$ cat config.mk
export PLATFORM = sky130hd
export DESIGN_NAME = rq_rd_req_split
export DESIGN_NICKNAME = d
export VERILOG_FILES = /design/src/rtl/hca_dma_pkg.sv /design/src/rtl/rq_tag_pool.sv /design/src/rtl/rq_rd_req_split.sv
export SDC_FILE = /design/constraint.sdc
export NUM_CORES = 1
export LEC_CHECK = 0
export CORE_AREA = 2 2 185 187
export CTS_CLUSTER_DIAMETER = 100
export DETAILED_ROUTE_END_ITERATION = 6
export DIE_AREA = 0 0 187 189
export GPL_ROUTABILITY_DRIVEN = 0
export HOLD_SLACK_MARGIN = 0.03
export PLACE_DENSITY = 0.86
export SYNTH_ARGS = -nofsm -noshare
export SYNTH_HDL_FRONTEND = slang
export SYNTH_SLANG_ARGS = --single-unit
$ cat constraint.sdc
create_clock -name pcie_clk -period 5.8 [get_ports pcie_clk]
set_input_delay 0.58 -clock pcie_clk [delete_from_list [all_inputs] [get_ports pcie_clk]]
set_output_delay 0.58 -clock pcie_clk [all_outputs]
set_load 0.1 [all_outputs]
$ cat src/rtl/hca_dma_pkg.sv
// hca_dma_pkg: RQ descriptor layout, request codes, MRRS decode and splitter FSM states
package hca_dma_pkg;
  localparam int DESC_ADDR_LSB  = 2;
  localparam int DESC_DWCNT_LSB = 64;
  localparam int DESC_DWCNT_W   = 11;
  localparam int DESC_REQ_LSB   = 75;
  localparam int DESC_TAG_LSB   = 96;
  localparam logic [3:0] REQ_MEM_RD = 4'b0000;
  typedef enum logic [1:0] {ST_IDLE, ST_CALC, ST_TAG, ST_SEND} rq_state_e;
  function automatic logic [12:0] mrrs_bytes(input logic [2:0] code);
    return code >= 3'd5 ? 13'd4096 : 13'd128 << code;
  endfunction
endpackage

$ cat src/rtl/rq_tag_pool.sv
// rq_tag_pool: free-tag bitmap handing out the lowest free tag and flagging bad frees
module rq_tag_pool #(
  parameter int NUM_TAGS = 32
) (
  input  logic       clk,
  input  logic       rst_n,
  input  logic       alloc,
  input  logic       free_valid,
  input  logic [7:0] free_tag,
  output logic [7:0] alloc_tag,
  output logic       empty,
  output logic       err_dbl_free
);
  localparam int TW = $clog2(NUM_TAGS);
  logic [NUM_TAGS-1:0] free_q, free_d;
  logic err_q, err_d, in_range;
  always_comb begin
    alloc_tag = '0;
    for (int i = NUM_TAGS - 1; i >= 0; i--) if (free_q[i]) alloc_tag = 8'(i);
    empty = ~|free_q;
    in_range = {1'b0, free_tag} < 9'(NUM_TAGS);
    err_d = free_valid && (!in_range || free_q[free_tag[TW-1:0]]);
    free_d = free_q;
    if (alloc && !empty) free_d[alloc_tag[TW-1:0]] = 1'b0;
    if (free_valid && !err_d) free_d[free_tag[TW-1:0]] = 1'b1;
  end
  always_ff @(posedge clk or negedge rst_n) begin
    if (!rst_n) begin
      free_q <= '1;
      err_q <= 1'b0;
    end else begin
      free_q <= free_d;
      err_q <= err_d;
    end
  end
  assign err_dbl_free = err_q;
endmodule

$ cat src/rtl/rq_rd_req_split.sv
// rq_rd_req_split: splits DMA read commands into MRRS/4KB-bounded PCIe MRd descriptors on the RQ port
module rq_rd_req_split
  import hca_dma_pkg::*;
#(
  parameter int C_DATA_WIDTH = 256,
  parameter int KEEP_WIDTH   = C_DATA_WIDTH / 32,
  parameter int LEN_WIDTH    = 16,
  parameter int ID_WIDTH     = 8,
  parameter int NUM_TAGS     = 32
) (
  input  logic                    pcie_clk,
  input  logic                    user_reset_n,
  input  logic [2:0]              cfg_max_read_req,
  input  logic                    req_valid,
  output logic                    req_ready,
  input  logic [63:0]             req_addr,
  input  logic [LEN_WIDTH-1:0]    req_len,
  input  logic [ID_WIDTH-1:0]     req_id,
  output logic                    s_axis_rq_tvalid,
  output logic                    s_axis_rq_tlast,
  output logic [C_DATA_WIDTH-1:0] s_axis_rq_tdata,
  output logic [59:0]             s_axis_rq_tuser,
  output logic [KEEP_WIDTH-1:0]   s_axis_rq_tkeep,
  input  logic                    s_axis_rq_tready,
  output logic                    tag_info_valid,
  output logic [7:0]              tag_info_tag,
  output logic [ID_WIDTH-1:0]     tag_info_id,
  output logic [LEN_WIDTH-1:0]    tag_info_offset,
  output logic [12:0]             tag_info_bytes,
  input  logic                    tag_free_valid,
  input  logic [7:0]              tag_free_tag,
  output logic                    err_dbl_free
);
  rq_state_e state_q, state_d;
  logic [63:0] addr_q, addr_d;
  logic [LEN_WIDTH-1:0] rem_q, rem_d, off_q, off_d, m1, ti_off_q, ti_off_d;
  logic [ID_WIDTH-1:0] id_q, id_d, ti_id_q, ti_id_d;
  logic [12:0] mrrs_q, mrrs_d, chunk_q, chunk_d, bnd, ti_bytes_q, ti_bytes_d;
  logic tvalid_q, tvalid_d, tlast_q, tlast_d, req_ready_q, req_ready_d, ti_valid_q, ti_valid_d;
  logic [C_DATA_WIDTH-1:0] tdata_q, tdata_d;
  logic [59:0] tuser_q, tuser_d;
  logic [KEEP_WIDTH-1:0] tkeep_q, tkeep_d;
  logic [7:0] ti_tag_q, ti_tag_d, alloc_tag;
  logic [13:0] dw;
  logic [1:0] e;
  logic [3:0] fbe, lbe;
  logic [127:0] desc;
  logic alloc, empty, hs, one_dw;
  rq_tag_pool #(.NUM_TAGS(NUM_TAGS)) u_pool (
    .clk(pcie_clk), .rst_n(user_reset_n), .alloc(alloc), .free_valid(tag_free_valid),
    .free_tag(tag_free_tag), .alloc_tag(alloc_tag), .empty(empty), .err_dbl_free(err_dbl_free)
  );
  always_comb begin
    state_d = state_q;
    addr_d = addr_q;
    rem_d = rem_q;
    off_d = off_q;
    id_d = id_q;
    mrrs_d = mrrs_q;
    chunk_d = chunk_q;
    tvalid_d = tvalid_q;
    tdata_d = tdata_q;
    tuser_d = tuser_q;
    tkeep_d = tkeep_q;
    ti_valid_d = 1'b0;
    ti_tag_d = ti_tag_q;
    ti_id_d = ti_id_q;
    ti_off_d = ti_off_q;
    ti_bytes_d = ti_bytes_q;
    alloc = 1'b0;
    bnd = 13'd4096 - 13'(addr_q[11:0]);
    m1 = rem_q < LEN_WIDTH'(mrrs_q) ? rem_q : LEN_WIDTH'(mrrs_q);
    dw = 14'(addr_q[1:0]) + 14'(chunk_q) + 14'd3;
    one_dw = dw[13:2] == 12'd1;
    e = addr_q[1:0] + chunk_q[1:0] - 2'd1;
    lbe = 4'hF >> (2'd3 - e);
    fbe = 4'hF << addr_q[1:0];
    desc = '0;
    desc[63:DESC_ADDR_LSB] = addr_q[63:DESC_ADDR_LSB];
    desc[DESC_DWCNT_LSB +: DESC_DWCNT_W] = dw[12:2];
    desc[DESC_REQ_LSB +: 4] = REQ_MEM_RD;
    desc[DESC_TAG_LSB +: 8] = alloc_tag;
    hs = state_q == ST_SEND && s_axis_rq_tready;
    if (state_q == ST_IDLE && req_valid && req_ready_q) begin
      addr_d = req_addr;
      rem_d = req_len;
      off_d = '0;
      id_d = req_id;
      mrrs_d = mrrs_bytes(cfg_max_read_req);
      state_d = req_len == '0 ? ST_IDLE : ST_CALC;
    end
    if (state_q == ST_CALC) begin
      chunk_d = m1 < LEN_WIDTH'(bnd) ? 13'(m1) : bnd;
      state_d = ST_TAG;
    end
    if (state_q == ST_TAG && !empty) begin
      alloc = 1'b1;
      tvalid_d = 1'b1;
      tdata_d = C_DATA_WIDTH'(desc);
      tuser_d = {52'b0, one_dw ? 4'h0 : lbe, one_dw ? fbe & lbe : fbe};
      tkeep_d = KEEP_WIDTH'(4'hF);
      state_d = ST_SEND;
    end
    if (hs) begin
      ti_valid_d = 1'b1;
      ti_tag_d = tdata_q[DESC_TAG_LSB +: 8];
      ti_id_d = id_q;
      ti_off_d = off_q;
      ti_bytes_d = chunk_q;
      addr_d = addr_q + 64'(chunk_q);
      off_d = off_q + LEN_WIDTH'(chunk_q);
      rem_d = rem_q - LEN_WIDTH'(chunk_q);
      tvalid_d = 1'b0;
      state_d = rem_d != '0 ? ST_CALC : ST_IDLE;
    end
    req_ready_d = state_d == ST_IDLE;
    tlast_d = tvalid_d;
  end
  always_ff @(posedge pcie_clk or negedge user_reset_n) begin
    if (!user_reset_n) begin
      state_q <= ST_IDLE;
      addr_q <= '0;
      rem_q <= '0;
      off_q <= '0;
      id_q <= '0;
      mrrs_q <= '0;
      chunk_q <= '0;
      tvalid_q <= 1'b0;
      tlast_q <= 1'b0;
      tdata_q <= '0;
      tuser_q <= '0;
      tkeep_q <= '0;
      req_ready_q <= 1'b0;
      ti_valid_q <= 1'b0;
      ti_tag_q <= '0;
      ti_id_q <= '0;
      ti_off_q <= '0;
      ti_bytes_q <= '0;
    end else begin
      state_q <= state_d;
      addr_q <= addr_d;
      rem_q <= rem_d;
      off_q <= off_d;
      id_q <= id_d;
      mrrs_q <= mrrs_d;
      chunk_q <= chunk_d;
      tvalid_q <= tvalid_d;
      tlast_q <= tlast_d;
      tdata_q <= tdata_d;
      tuser_q <= tuser_d;
      tkeep_q <= tkeep_d;
      req_ready_q <= req_ready_d;
      ti_valid_q <= ti_valid_d;
      ti_tag_q <= ti_tag_d;
      ti_id_q <= ti_id_d;
      ti_off_q <= ti_off_d;
      ti_bytes_q <= ti_bytes_d;
    end
  end
  assign req_ready = req_ready_q;
  assign s_axis_rq_tvalid = tvalid_q;
  assign s_axis_rq_tlast = tlast_q;
  assign s_axis_rq_tdata = tdata_q;
  assign s_axis_rq_tuser = tuser_q;
  assign s_axis_rq_tkeep = tkeep_q;
  assign tag_info_valid = ti_valid_q;
  assign tag_info_tag = ti_tag_q;
  assign tag_info_id = ti_id_q;
  assign tag_info_offset = ti_off_q;
  assign tag_info_bytes = ti_bytes_q;
endmodule
==> results of run 1 <==
==> layout make-up <==
cell class | count | area, µm²
fill | 2772 | 12790
multi-input combinational | 1568 | 8707
sequential | 290 | 7297
timing repair buffer | 250 | 2495
clock buffer | 53 | 1086
tap | 448 | 560.5
inverter | 71 | 266.5
clock inverter | 9 | 73.82
antenna | 3 | 7.507
==> state kept, by name, indices dropped and copies added (netlist names), 2 cells and up <==
name / count
s_axis_rq_tuser: 8
chunk_q: 13
rem_q: 16
tag_info_id: 8
tag_info_bytes: 13
s_axis_rq_tdata: 78
tag_info_offset: 16
tag_info_tag: 5
u_pool.free_q: 32
id_q: 8
addr_q: 64
mrrs_q: 6
off_q: 16
state_q: 2
==> per-stage QoR <==
step | setup WS, ps | instance area (µm²) | hold slack [ps] | cells | utilization
after detailed placement | 1482 | 19330 | 460.1 | 2627 | 0.5807
after floorplan | 1928 | 18320 | 284.4 | 2242 | -
final | 1374 | 20490 | 78.82 | 2692 | 0.6158
after global routing | 1172 | 20490 | 145.9 | 2690 | 0.6156
after global placement | 1652 | 19330 | 453.4 | 2627 | 0.5807
after CTS | 1456 | 20490 | 135.3 | 2689 | 0.6155
==> layer usage <==
| layer | routed length (µm) | track usage |
|---|---|---|
| met4 | 1941 | 0.1105 |
| met2 | 23850 | 0.4552 |
| met1 | 19210 | 0.3497 |
| met5 | 11 | 0 |
| met3 | 4625 | 0.04986 |
==> cell usage in the layout, fill, tap and decap left out, drive strengths merged, types with 13 or more instances in the layout <==
cell / n
nor4: 22
mux2: 13
a21oi: 57
and3: 20
ha: 63
nand2: 449
dfrtp: 258
conb: 237
o21a: 14
nor2: 113
o21ai: 170
a311oi: 15
clkbuf: 53
xnor2: 32
nand3: 36
a21o: 13
nor2b: 13
o211ai: 17
nand4: 19
a211oi: 28
nand2b: 14
inv: 72
nor3: 31
and2: 15
clkdlybuf4s50: 239
xor2: 16
dfstp: 32
a22oi: 20
==> cell families after synthesis <==
logic type,Yosys count,synth area share
AOI/OAI and AO/OA,409,0.1483
xor gates and xnor gates,48,0.02412
adders and majority gates,67,0.04981
buffers and inverters,384,0.1351
DFF,290,0.4186
muxes,34,0.02763
other,1,0.0002151
and+or+nand+nor,773,0.1962
==> path summary, 6_finish.rpt <==
check | endpoint | depth (start not counted) | from | slack, ps
worst max-delay path | addr_q[41] | 11 | chunk_q[1] | 1370
worst min-delay path | tag_info_offset[1] | 1 | user_reset_n | 80
worst max register to register | addr_q[41] | 11 | chunk_q[1] | 1370
worst min register to register | tag_info_id[1] | 2 | id_q[1] | 470
max in group asynchronous | tag_info_tag[3] | 2 | user_reset_n | 4210
min in group pcie_clk | tag_info_id[1] | 2 | id_q[1] | 470
==> reports/results.txt, run 1 <==
Vias post-DR = 15,220
CP cell instances = inv_1 > ha_1 > a21o_1 > a21oi_1 > o21ai_0 > a2111oi_0 > nor4_1 > nor2_1 > nor2_1 > and3_1 > mux2_2
Htree depth = 2
Post-synth ARST share = 1.000
Cell variety after synth = 72
Boundary Pins = 478
Setup crit end kind = register
Max stage delay on crit path = 1050 ps
Final setup fails = 0
Critical Path Most Common Cell = nor2_1
Slew HR = 0.1671
Unrepaired setup endpoints after global routing = no
Crit start category = register
Layout cell share with drive strength beyond 1 = 0.06247
Share of the synthesized area in the top cell type = 0.3704
DP HPWL = 35.48 mm
Number of port buffers = 240
First-pass GRT wire length = 77.47 mm
Synthesis Warnings = 0
Chip width = 187 µm
Clock root cell = clkbuf_16
Register area share after synthesis = 0.4186
Max Cap Violations = 0
Worst Path Max Fanout = 9
Worst path arrival time = 4820 ps
Worst-Skew Late Latency = 510 ps
CP top delay family = compound AO/OA/AOI/OAI gates
Worst Path Buf+Inv = 1
F_max = 225.9 MHz
Vias in the first global route = 14,512
Cts repair resizes = 0
Yosys reg bits = 290
Crit path required time = 6190 ps
Initial antenna violation count = 3
Fin crit period = 4426 ps
Row count = 67
Worst-Margin Slew = 1218 ps
DRC Markers = 0
Synthesis-to-finish area growth = 17.56%
Routed len/inst = 18.44 µm
Most used DFF post-synth = dfrtp_1
Slowest CP cell = a2111oi_0
Top-count cell post-synth = nand2_1
Mapped Avg Cell Area = 8.690 µm²
CTS tree = yes
Pin count of the biggest net entering global routing = 113
Final hold viol count = 0
Top post-synthesis cells by area = dfrtp_1 37%, buf_4 10%, nand2_1 9.7%
Post-Syn Area = 17,430 µm²
CTS Sinks = 290
Setup TNS = 0 ps
ANT nets after route = 0
Setup Crit Path Kind = register to register
Clock transition at path regs = 60 ps
Crit share post-route = 0.7631
Post-synth EDFFs = 0
DRT Wirelength = 49.65 mm
Initial Util = 0.5238
Cells after synthesis = 2,006
Top cells by count, synth = 449 x nand2_1, 258 x dfrtp_1, 241 x buf_4
DIE AREA = 35,340 µm²
Core area = 33,280 µm²
Cts hold-fix bufs = 0
Vias/cell = 5.654
Max Clock Skew = 15.62 ps
Dominant cell type by area after synthesis = dfrtp_1
Final Slew Violations = 0
Post CTS Setup Buffer Count = 0
Tightest Hold Check Type = input port to asynchronous set/reset pin
Fin nets = 2,386
Status = finished clean
Die Height = 189 µm
DRT iter0 DRCs = 1,388
CTS Buf Count = 34
Drt pass-1 iters = 6
Longest Clk Path Bufs = 3
Overall Global Routing Usage = 0.2719
Total grt overflow = 0
Power of run 1 is not shown: default switching activity piles up to over one toggle a cycle in this logic, so the estimate is an artifact.
==> run 2: changes to the inputs <==
--- a/config.mk
+++ b/config.mk
@@ -5,13 +5,12 @@
 export SDC_FILE = /design/constraint.sdc
 export NUM_CORES = 1
 export LEC_CHECK = 0
-export CORE_AREA = 2 2 185 187
+export CORE_UTILIZATION = 49
 export CTS_CLUSTER_DIAMETER = 100
 export DETAILED_ROUTE_END_ITERATION = 6
-export DIE_AREA = 0 0 187 189
 export GPL_ROUTABILITY_DRIVEN = 0
 export HOLD_SLACK_MARGIN = 0.03
-export PLACE_DENSITY = 0.86
+export PLACE_DENSITY = 0.81
 export SYNTH_ARGS = -nofsm -noshare
 export SYNTH_HDL_FRONTEND = slang
 export SYNTH_SLANG_ARGS = --single-unit
==> constraint.sdc (replaced) <==
create_clock -name pcie_clk -period 4.13 [get_ports pcie_clk]
set_input_delay 0.413 -clock pcie_clk [delete_from_list [all_inputs] [get_ports pcie_clk]]
set_output_delay 0.413 -clock pcie_clk [all_outputs]
set_load 0.1 [all_outputs]
==> reports/results.txt, run 2 (same netlist as run 1, synthesis figures left out) <==
Fin nets = 2,401
Commonest non-fill, non-tap cell in the layout = nand2_1
Vias/cell = 5.572
Initial antenna violation count = 6
Worst-Margin Slew = 1075 ps
Vias in the first global route = 14,549
Core area = 34,800 µm²
Pre-CTS WS = 108.9 ps
Crit start category = register
Drt pass-1 iters = 5
R2r setup slk = 180 ps
Chip width = 190.6 µm
Hold slack final = -16.70 ps
Crit path required time = 4520 ps
Setup crit end kind = register
Longest Clk Path Bufs = 3
Final setup fails = 0
Most frequent cells in the layout = 449 x nand2_1, 258 x dfrtp_1, 239 x clkdlybuf4s50_1
DP HPWL = 35.07 mm
Pin count of the biggest net entering global routing = 129
Routed len/inst = 18.06 µm
Cts hold-fix bufs = 0
Slew HR = 0.2808
First-pass GRT wire length = 76.46 mm
DRC Markers = 0
Max FFs per register = 78
Failing checks = negative hold slack
ANT nets after route = 0
Max Clock Skew = 18.05 ps
CTS tree = yes
Initial Util = 0.5009
Final Worst Setup Slack = 176.4 ps
Status = finished, violations left
CTS Buf Count = 34
Synthesis-to-finish area growth = 17.83%
DIE AREA = 36,330 µm²
F_max = 252.9 MHz
Crit share post-route = 0.9573
Max Cap Violations = 0
CTS Sinks = 290
Clock root cell = clkbuf_16
Setup Crit Path Kind = register to register
Worst path arrival time = 4340 ps
Boundary Pins = 478
Tightest Hold Check Type = input port to asynchronous set/reset pin
Clock transition at path regs = 50 ps
Number of port buffers = 240
Worst Path Max Fanout = 12
Fin crit period = 3954 ps
Row count = 68
Final Slew Violations = 0
Vias post-DR = 15,106
Die Height = 190.6 µm
Overall Global Routing Usage = 0.2664
DRT iter0 DRCs = 1,352
Worst-Skew Late Latency = 510 ps
DRT Wirelength = 48.97 mm
Fillers = 3,001
Final hold viol count = 3
Layout cell share with drive strength beyond 1 = 0.06575
Htree depth = 2
Total grt overflow = 0
run 2: cell count changes in the layout (fill, tap and decap cells not counted), moves of 2 or more:
cell,delta
clkbuf_16,-2
buf_4,+12
clkbuf_1,+4
clkinv_2,-2
buf_12,+3
diode_2,+2
clkbuf_8,-7
run 2: stage by stage:
stage	utilization	hold WS (ps)	std cells	instance area (µm²)	TNS, ps
floorplan	-	117.4	2242	18320	0
global placement	0.5599	445.8	2649	19480	0
CTS	0.5897	69.08	2706	20520	0
finish	0.5902	-16.70	2711	20540	0
detailed placement	0.5599	461.4	2649	19480	0
global route	0.5901	107.0	2709	20530	-56.28
run 2: cell type report:
| type | instances | area (µm²) | share of cell area |
|---|---|---|---|
| flip-flops and latches | 290 | 7297 | 0.3553 |
| well taps | 455 | 569.3 | 0.02772 |
| repair buffers | 265 | 2645 | 0.1288 |
| clock inverters | 9 | 81.33 | 0.003960 |
| clock buffers | 48 | 954.7 | 0.04648 |
| inverters | 71 | 266.5 | 0.01298 |
| multi-input cells | 1568 | 8713 | 0.4242 |
| diodes | 5 | 12.51 | 0.0006092 |
run 2: path summary, 6_finish.rpt:
path	startpoint	to	cells after the start
worst max-delay path	rem_q[7]	chunk_q[2]	20
worst min-delay path	user_reset_n	tag_info_offset[5]	1
worst max register to register	rem_q[7]	chunk_q[2]	20
worst min register to register	s_axis_rq_tuser[6]	s_axis_rq_tuser[6]	2
max in group asynchronous	user_reset_n	s_axis_rq_tlast	2
min in group pcie_clk	req_id[1]	id_q[1]	3
run 2: layer usage:
layer  vias up  global-route usage  routed length [µm]
li1       6891                   -                   -
met1      7268              0.3395               19400
met2       791              0.4418               23510
met3       154             0.04840                4177
met4         2              0.1169                1870
met5         -                   0                  13
run 2: critical path, cell delays in order (launching register included):
cell and delay [ps]:
dfrtp_1 410, ha_1 300, o21a_1 160, o21ai_0 130, a21oi_1 100, a211oi_1 330, and2_2 270, buf_4 190
nor2_1 60, a21oi_1 190, inv_1 70, ha_1 320, a21oi_1 140, nor2b_1 50, o21ai_0 140, nand2b_1 70
a21oi_1 170, o21ai_2 160, buf_12 180, mux2i_1 120, mux2_2 270
run 2: timing repair:
item                       4_1_cts  5_1_grt
resized for setup                0        3
setup endpoints to repair        0       13
buffers inserted                 0        0
Power of run 2 is left out for the same reason.
==> run 3: changes to the inputs <==
--- a/config.mk
+++ b/config.mk
@@ -5,12 +5,14 @@
 export SDC_FILE = /design/constraint.sdc
 export NUM_CORES = 1
 export LEC_CHECK = 0
-export CORE_UTILIZATION = 49
+export CORE_AREA = 2 2 185 187
 export CTS_CLUSTER_DIAMETER = 100
+export CTS_CLUSTER_SIZE = 25
 export DETAILED_ROUTE_END_ITERATION = 6
+export DIE_AREA = 0 0 187 189
 export GPL_ROUTABILITY_DRIVEN = 0
 export HOLD_SLACK_MARGIN = 0.03
-export PLACE_DENSITY = 0.81
+export PLACE_DENSITY = 0.86
 export SYNTH_ARGS = -nofsm -noshare
 export SYNTH_HDL_FRONTEND = slang
 export SYNTH_SLANG_ARGS = --single-unit
==> constraint.sdc (replaced) <==
create_clock -name pcie_clk -period 4.7 [get_ports pcie_clk]
set_input_delay 0.47 -clock pcie_clk [delete_from_list [all_inputs] [get_ports pcie_clk]]
set_output_delay 0.47 -clock pcie_clk [all_outputs]
set_load 0.1 [all_outputs]
==> reports/results.txt, run 3 (same netlist as run 1, synthesis figures left out) <==
Overall Global Routing Usage = 0.2695
Fin nets = 2,376
CP Launch Point = rem_q[7]
Worst Path Max Fanout = 11
Initial antenna violation count = 5
Longest Clk Path Bufs = 3
Clock root cell = clkbuf_16
R2r setup slk = 330 ps
Slowest CP cell = o21ai_2
Chip width = 187 µm
CP cell instances = ha_1 > o21a_1 > o21ai_0 > a21oi_1 > a211oi_1 > and2_1 > buf_4 > nor2_1 > a21oi_1 > inv_1 > ha_1 > and3_1 > nand3_1 > o21ai_2 > buf_4 > mux2_2 > o21ai_0
Crit share post-route = 0.9298
Unrepaired setup endpoints after global routing = no
Worst path arrival time = 4790 ps
DIE AREA = 35,340 µm²
Setup Crit Path Kind = register to register
Layout cell share with drive strength beyond 1 = 0.05068
Vias/cell = 5.714
Drt pass-1 iters = 6
Max stage delay on crit path = 570 ps
DRC Markers = 0
Pin count of the biggest net entering global routing = 129
CTS Buf Count = 15
Row count = 67
Final hold viol count = 0
CTS Sinks = 290
Register area = 7297 µm²
First-pass GRT wire length = 77.07 mm
Fin crit period = 4370 ps
DRT Wirelength = 49.44 mm
Setup crit end kind = register
Vias post-DR = 15,199
Fin area = 19,870 µm²
Final setup fails = 0
Fillers = 2,870
Max Clock Skew = 21.53 ps
Number of port buffers = 240
F_max = 228.8 MHz
Area of the multi-input gates = 8711 µm²
Htree depth = 1
Synthesis-to-finish area growth = 13.97%
Boundary Pins = 478
Slew HR = 0.2168
Commonest non-fill, non-tap cell in the layout = nand2_1
CTS tree = yes
R2r endpoint = chunk_q[10]
Crit path required time = 5120 ps
Initial Util = 0.5238
Core area = 33,280 µm²
Status = finished clean
Setup TNS = 0 ps
Crit start category = register
Die Height = 189 µm
Max FFs per register = 78
Max Cap Violations = 0
Clock transition at path regs = 110 ps
Final Slew Violations = 0
Most frequent cells in the layout = 449 x nand2_1, 258 x dfrtp_1, 239 x clkdlybuf4s50_1
Total grt overflow = 0
Worst r2r src = rem_q[7]
Cts hold-fix bufs = 0
DRT iter0 DRCs = 1,226
Worst-Margin Slew = 1175 ps
Dpl cell area = 19,390 µm²
ANT nets after route = 0
Routed len/inst = 18.59 µm
DP HPWL = 35.60 mm
Worst-Skew Late Latency = 510 ps
Vias in the first global route = 14,656
Worst-case reg-to-reg path depth = 17
Tightest Hold Check Type = input port to asynchronous set/reset pin
run 3: what timing repair did:
item                                    4_1_cts  5_1_grt
buffers inserted                              0        0
endpoints found under the setup margin        0        7
gates resized for setup                       0        1
run 3: per-stage QoR:
stage	std cells	utilization	hold WS (ps)	setup slack, ps
finish	2660	0.5969	7.673	330.0
CTS	2658	0.5967	114.0	79.52
global placement	2636	0.5827	451.0	263.0
global route	2660	0.5969	117.2	34.63
floorplan	2242	-	174.4	828.3
detailed placement	2636	0.5827	449.9	172.4
run 3: worst max path at each step:
stage	end	cells after the start
after floorplan	chunk_q[10]	20
after global placement	chunk_q[10]	17
after detailed placement	chunk_q[10]	17
after CTS	chunk_q[10]	17
after global routing	chunk_q[9]	17
final	chunk_q[10]	17
run 3: area by class of cell:
type / count / area share
Clock buffer: 20 / 0.02034
Antenna cell: 2 / 0.0002519
Multi-Input combinational cell: 1568 / 0.4385
Tap cell: 448 / 0.02822
Inverter: 71 / 0.01341
Clock inverter: 2 / 0.003023
Timing Repair Buffer: 259 / 0.1290
Sequential cell: 290 / 0.3673
run 3: metal layers:
metal,vias up,part of all wire,global-route usage
met4,6,0.040,0.1200
met3,160,0.087,0.04393
met1,7363,0.39,0.3489
met2,856,0.48,0.4475
met5,-,0.00083,0
li1,6814,-,-
run 3: critical path: cells and delay by family, from the launching register on:
kind,cells,cell delay (ps)
compound gates,7,1650
simple gates,4,700
fa+ha+maj,2,620
buf+inv,3,560
flops,1,430
mux,1,340
Power of run 3 is left out for the same reason.
